[config.mk]
export PLATFORM = sky130hd
export DESIGN_NAME = dmem_port_arbiter
export DESIGN_NICKNAME = d
export VERILOG_FILES = /design/src/rtl/dmem_port_arbiter_pkg.sv /design/src/rtl/dmem_port_arbiter_starve_ctr.sv /design/src/rtl/dmem_port_arbiter.sv
export SDC_FILE = /design/constraint.sdc
export NUM_CORES = 1
export LEC_CHECK = 0
export ABC_AREA = 1
export CORE_AREA = 2 2 122 124
export DETAILED_ROUTE_END_ITERATION = 12
export DIE_AREA = 0 0 124 126
export PLACE_DENSITY = 0.53
export SETUP_SLACK_MARGIN = 0.2
export SYNTH_ARGS = -nofsm -noshare
export SYNTH_HDL_FRONTEND = slang
export SYNTH_SLANG_ARGS = --single-unit
[constraint.sdc]
create_clock -name i_clk -period 3.1 [get_ports i_clk]
set_clock_uncertainty 0.1 [all_clocks]
set_input_delay 0.62 -clock i_clk [delete_from_list [all_inputs] [get_ports i_clk]]
set_output_delay 0.62 -clock i_clk [all_outputs]
set_load 0.01 [all_outputs]
[src/rtl/dmem_port_arbiter_pkg.sv]
// Shared types and helpers for the data-memory port arbiter.
// FSM state and read-return owner encodings live here so top and bench agree.
package dmem_port_arbiter_pkg;

  typedef enum logic {
    ST_ARB  = 1'b0,
    ST_LOCK = 1'b1
  } state_t;

  typedef enum logic [1:0] {
    OWN_NONE = 2'd0,
    OWN_P    = 2'd1,
    OWN_D    = 2'd2
  } owner_t;

  localparam int STARVE_MAX_DEF = 4;

  // Bits needed to hold 0..max inclusive; never less than one.
  function automatic int ctr_width(input int max);
    return (max < 1) ? 1 : $clog2(max + 1);
  endfunction

endpackage

[src/rtl/dmem_port_arbiter_starve_ctr.sv]
// Saturating starvation counter for the debug requester.
// Clear has priority over increment; o_at_max flags the forced-win threshold.
module dmem_port_arbiter_starve_ctr
  import dmem_port_arbiter_pkg::*;
#(
  parameter int STARVE_MAX = STARVE_MAX_DEF
) (
  input  logic i_clk,
  input  logic i_rst_n,
  input  logic i_inc,
  input  logic i_clr,
  output logic o_at_max
);

  localparam int CW = ctr_width(STARVE_MAX);
  localparam logic [CW-1:0] MAX_V = CW'(STARVE_MAX);

  logic [CW-1:0] r_cnt;

  always_ff @(posedge i_clk or negedge i_rst_n) begin
    if (!i_rst_n) begin
      r_cnt <= '0;
    end else if (i_clr) begin
      r_cnt <= '0;
    end else if (i_inc && (r_cnt != MAX_V)) begin
      r_cnt <= r_cnt + 1'b1;
    end
  end

  assign o_at_max = (r_cnt == MAX_V);

endmodule

[src/rtl/dmem_port_arbiter.sv]
// Arbitrates the single-port data memory between the pipeline (P) and debug (D) ports.
// P has default priority; D wins after STARVE_MAX denied cycles, or always while locked.
module dmem_port_arbiter
  import dmem_port_arbiter_pkg::*;
#(
  parameter int ADDR_W     = 32,
  parameter int DATA_W     = 32,
  parameter int STARVE_MAX = 4
) (
  input  logic                i_clk,
  input  logic                i_rst_n,
  input  logic                i_p_req,
  input  logic                i_p_we,
  input  logic [DATA_W/8-1:0] i_p_be,
  input  logic [ADDR_W-1:0]   i_p_addr,
  input  logic [DATA_W-1:0]   i_p_wdata,
  output logic                o_p_gnt,
  output logic                o_p_stall,
  output logic                o_p_rvalid,
  output logic [DATA_W-1:0]   o_p_rdata,
  input  logic                i_d_req,
  input  logic                i_d_we,
  input  logic [DATA_W/8-1:0] i_d_be,
  input  logic [ADDR_W-1:0]   i_d_addr,
  input  logic [DATA_W-1:0]   i_d_wdata,
  input  logic                i_d_lock,
  output logic                o_d_gnt,
  output logic                o_d_rvalid,
  output logic [DATA_W-1:0]   o_d_rdata,
  output logic                o_d_locked,
  output logic                o_m_en,
  output logic                o_m_we,
  output logic [DATA_W/8-1:0] o_m_be,
  output logic [ADDR_W-1:0]   o_m_addr,
  output logic [DATA_W-1:0]   o_m_wdata,
  input  logic [DATA_W-1:0]   i_m_rdata
);

  state_t r_state;
  state_t w_state_nxt;
  owner_t r_rd_owner;
  logic   w_p_gnt;
  logic   w_d_gnt;
  logic   w_at_max;
  logic   w_starve_inc;
  logic   w_starve_clr;

  always_ff @(posedge i_clk or negedge i_rst_n) begin
    if (!i_rst_n) begin
      r_state <= ST_ARB;
    end else begin
      r_state <= w_state_nxt;
    end
  end

  // Grants are gated by reset so nothing reaches dm while reset is held.
  always_comb begin
    w_state_nxt = i_d_lock ? ST_LOCK : ST_ARB;
    w_p_gnt     = 1'b0;
    w_d_gnt     = 1'b0;
    if (i_rst_n) begin
      case (r_state)
        ST_ARB: begin
          if (i_p_req && i_d_req) begin
            w_d_gnt = w_at_max;
            w_p_gnt = !w_at_max;
          end else begin
            w_p_gnt = i_p_req;
            w_d_gnt = i_d_req;
          end
        end
        ST_LOCK: begin
          w_d_gnt = i_d_req;
        end
        default: begin
          w_p_gnt = 1'b0;
          w_d_gnt = 1'b0;
        end
      endcase
    end
  end

  assign w_starve_inc = i_d_req & ~w_d_gnt;
  assign w_starve_clr = w_d_gnt | ~i_d_req | (r_state == ST_LOCK);

  dmem_port_arbiter_starve_ctr #(
    .STARVE_MAX(STARVE_MAX)
  ) u_starve_ctr (
    .i_clk   (i_clk),
    .i_rst_n (i_rst_n),
    .i_inc   (w_starve_inc),
    .i_clr   (w_starve_clr),
    .o_at_max(w_at_max)
  );

  always_ff @(posedge i_clk or negedge i_rst_n) begin
    if (!i_rst_n) begin
      r_rd_owner <= OWN_NONE;
    end else if (w_p_gnt && !i_p_we) begin
      r_rd_owner <= OWN_P;
    end else if (w_d_gnt && !i_d_we) begin
      r_rd_owner <= OWN_D;
    end else begin
      r_rd_owner <= OWN_NONE;
    end
  end

  assign o_p_gnt    = w_p_gnt;
  assign o_d_gnt    = w_d_gnt;
  assign o_p_stall  = i_rst_n & i_p_req & ~w_p_gnt;
  assign o_d_locked = (r_state == ST_LOCK);

  assign o_p_rvalid = (r_rd_owner == OWN_P);
  assign o_d_rvalid = (r_rd_owner == OWN_D);
  assign o_p_rdata  = o_p_rvalid ? i_m_rdata : '0;
  assign o_d_rdata  = o_d_rvalid ? i_m_rdata : '0;

  // Memory side follows the winner; P fields are shown when idle (m_en=0).
  assign o_m_en    = w_p_gnt | w_d_gnt;
  assign o_m_we    = w_d_gnt ? i_d_we    : (w_p_gnt & i_p_we);
  assign o_m_be    = w_d_gnt ? i_d_be    : i_p_be;
  assign o_m_addr  = w_d_gnt ? i_d_addr  : i_p_addr;
  assign o_m_wdata = w_d_gnt ? i_d_wdata : i_p_wdata;

endmodule
==> impl_metrics.tcl <==
set metrics [dict create \
    status "finished clean" \
    synthTopCellsByArea "nand2_1 32%, nand3_1 21%, nor2_1 16%" \
    io_pins 315 \
    async_flop_share_pct 100 \
    grt_pass1_vias 3478 \
    worst_slack_ns 0.230 \
    setup_viol 0 \
    mostFrequentLayoutCells "240 x clkdlybuf4s50_1, 143 x nand2_1, 72 x nor2_1" \
    worstPathArrival_ns 2.15 \
    report.final.slew_viol_count 0 \
    cp.required_ns 2.38 \
    die_h_um 126 \
    dp_slack_ns -0.172 \
    layout-drive-gt1-share_pct 5.26 \
    place.gp.congestion 0.825 \
    slew_headroom_pct 40.7 \
    critPathMaxFanout 14 \
    die_area_um2 15600 \
    path_cells "clkdlybuf4s50_1 -> nand2_2 -> inv_4 -> buf_4 -> nand2_8 -> buf_12 -> nand2_1 -> nand2_1 -> dlygate4sd2_1" \
    synth_edf_count 0 \
    synth_cell_type_count 17 \
    final_common_cell "clkdlybuf4s50_1" \
    holdBufCountCts 0 \
    synth_area_leader_cell "nand2_1" \
    powerDensity_nw_per_um2 178 \
    slowest_delay_ns 0.51 \
    wl_met3_mm 1.33 \
    antenna_found_initial 1 \
    gr-total-overflow 0 \
    critPathLaunchType "input pin" \
    via_count 3484 \
    fillCellCount 1559 \
    hpwl_mm 10.1 \
    fmax_mhz 348 \
    finalCriticalPeriod_ns 2.87 \
    antenna_left 0 \
    grt_usage_pct 14.4 \
    yosysWarnings 0 \
    min_path_type "reg2reg" \
    clock_latency_ns 0.23 \
    floorplan.initialDensity_pct 11.9 \
    topRoutingLayerUsed "met4" \
    cpMostUsedCell "nand2_1" \
    drtPass1Iterations 4 \
    seqCellArea_um2 150 \
    p_leak_nw 2.59 \
    yosys_register_bits 6 \
    utilization_pct 36.9 \
    path_clk_slew_ns 0.03 \
    synth_top_flop_cell "dfrtp_1" \
    areaGrowthSynthToFinish_pct 210 \
    hold_violations 0 \
    netlist_area_um2 1700 \
    portBuffers 314 \
    rsz0062_at_grt "true" \
    numCtsBuffers 3 \
    cts_max_level 1 \
    syn_nets 552 \
    drv_cap 0 \
    cts_tree "done" \
    finalCritPeriodShare_pct 92.6 \
    seq_area_frac_synth_pct 8.82 \
    cts-root-buf "clkbuf_16" \
    wirelength_mm 12.5 \
    crit_slowest_cell "clkdlybuf4s50_1" \
    vdd_drop_max_mv 0.0993 \
    die_x_um 124 \
    grt_pass1_wl_mm 17.5 \
    synth.avg_cell_area_um2 4.54 \
    drc 0 \
    cp-end-kind "output pin" \
    synth_top_area_share_pct 32.0 \
    wire_per_inst_um 14.4 \
    synth_cells 375 \
    fp-row-count 44 \
    vias_per_cell 4.00 \
    crit_type "in2out" \
    nets 864 \
    multi_input_area_um2 1270 \
    clockBufferDepth 2 \
    drtIter0Drc 72 \
    clkSinkCount 6 \
    dr_wl_met2_mm 6.55 \
    tightest_slew_ns 0.888 \
    core_um2 14300 \
    met1_length_mm 4.40 \
    grt_max_degree 36 \
]
## synthesized netlist by cell type (2+ instances only)
library cell,n
nand3_1,71
nand2_1,145
dfrtp_1,6
buf_2,13
o21ai_0,2
nor2_1,72
inv_1,43
buf_4,2
ha_1,2
clkbuf_1,11
nand2_2,2
## area by class of cell
type	count	share of cell area (%)
Clock buffer	3	1.42
Multi-Input combinational cell	297	24.2
Timing Repair Buffer	334	63.9
Antenna cell	1	0.0474
Sequential cell	6	2.85
Inverter	45	3.25
Tap cell	184	4.36
## critical path: cells and delay by family
kind | cells | cell delay [ns]
buffers and inverters | 5 | 1.20
and+or+nand+nor | 4 | 0.33
## stage by stage
stage          setup TNS, ns  instances  hold WS, ns  cell area [um2]  total power [mW]
2_1_floorplan              0        375        0.224             1700             0.285
3_3_place_gp           -4.10        858        0.508             5080             0.754
3_5_place_dp           -4.15        858        0.507             5080             0.756
4_1_cts                    0        866        0.525             5200             0.938
5_1_grt                    0        870        0.578             5280             0.999
6_report                   0        870        0.522             5280             0.938
## registers in the layout, indices dropped and copies added (netlist names)
name                flops
o_d_locked              1
u_starve_ctr.r_cnt      3
r_rd_owner              2
## cell families (layout without fill, tap and decap cells)
logic type / after synthesis / after routing / share of synthesized area (%)
AOI/OAI and AO/OA: 2 / 2 / 0.588
xor gates and xnor gates: 1 / 1 / 0.514
adders and majority gates: 2 / 2 / 1.47
buffers and inverters: 72 / 382 / 17.7
DFF: 6 / 6 / 8.82
other: 0 / 1 / 0
and+or+nand+nor: 292 / 292 / 70.9
## routing by layer
layer | track usage (%) | vias to the layer above
li1 | - | 1751
met1 | 14.5 | 1519
met2 | 28.6 | 197
met3 | 3.80 | 17
met4 | 3.77 | 0
met5 | 0 | -
## what timing repair did
action	CTS	global route
setup buffers	3	2
gates resized for setup	100	34
endpoints found under the setup margin	73	51
cloned	2	1
pin swaps	1	1
## power breakdown
part | internal, mW | switching [mW]
logic | 0.385 | 0.261
clock network | 0.166 | 0.0439
registers | 0.0814 | 0.00174
## worst paths after layout
path | from | to | slack (ns) | cells past startpoint
hold / removal | o_d_locked | u_starve_ctr.r_cnt[0] | 0.52 | 3
setup reg to reg | u_starve_ctr.r_cnt[0] | u_starve_ctr.r_cnt[2] | 1.44 | 8
max in group asynchronous | i_rst_n | o_d_locked | 2.13 | 2
setup / recovery | i_rst_n | o_m_addr[15] | 0.23 | 9
min in group asynchronous | i_rst_n | u_starve_ctr.r_cnt[0] | 0.65 | 2
hold reg to reg | o_d_locked | u_starve_ctr.r_cnt[0] | 0.52 | 3
Note: power is estimated with default switching activity, not from simulation.
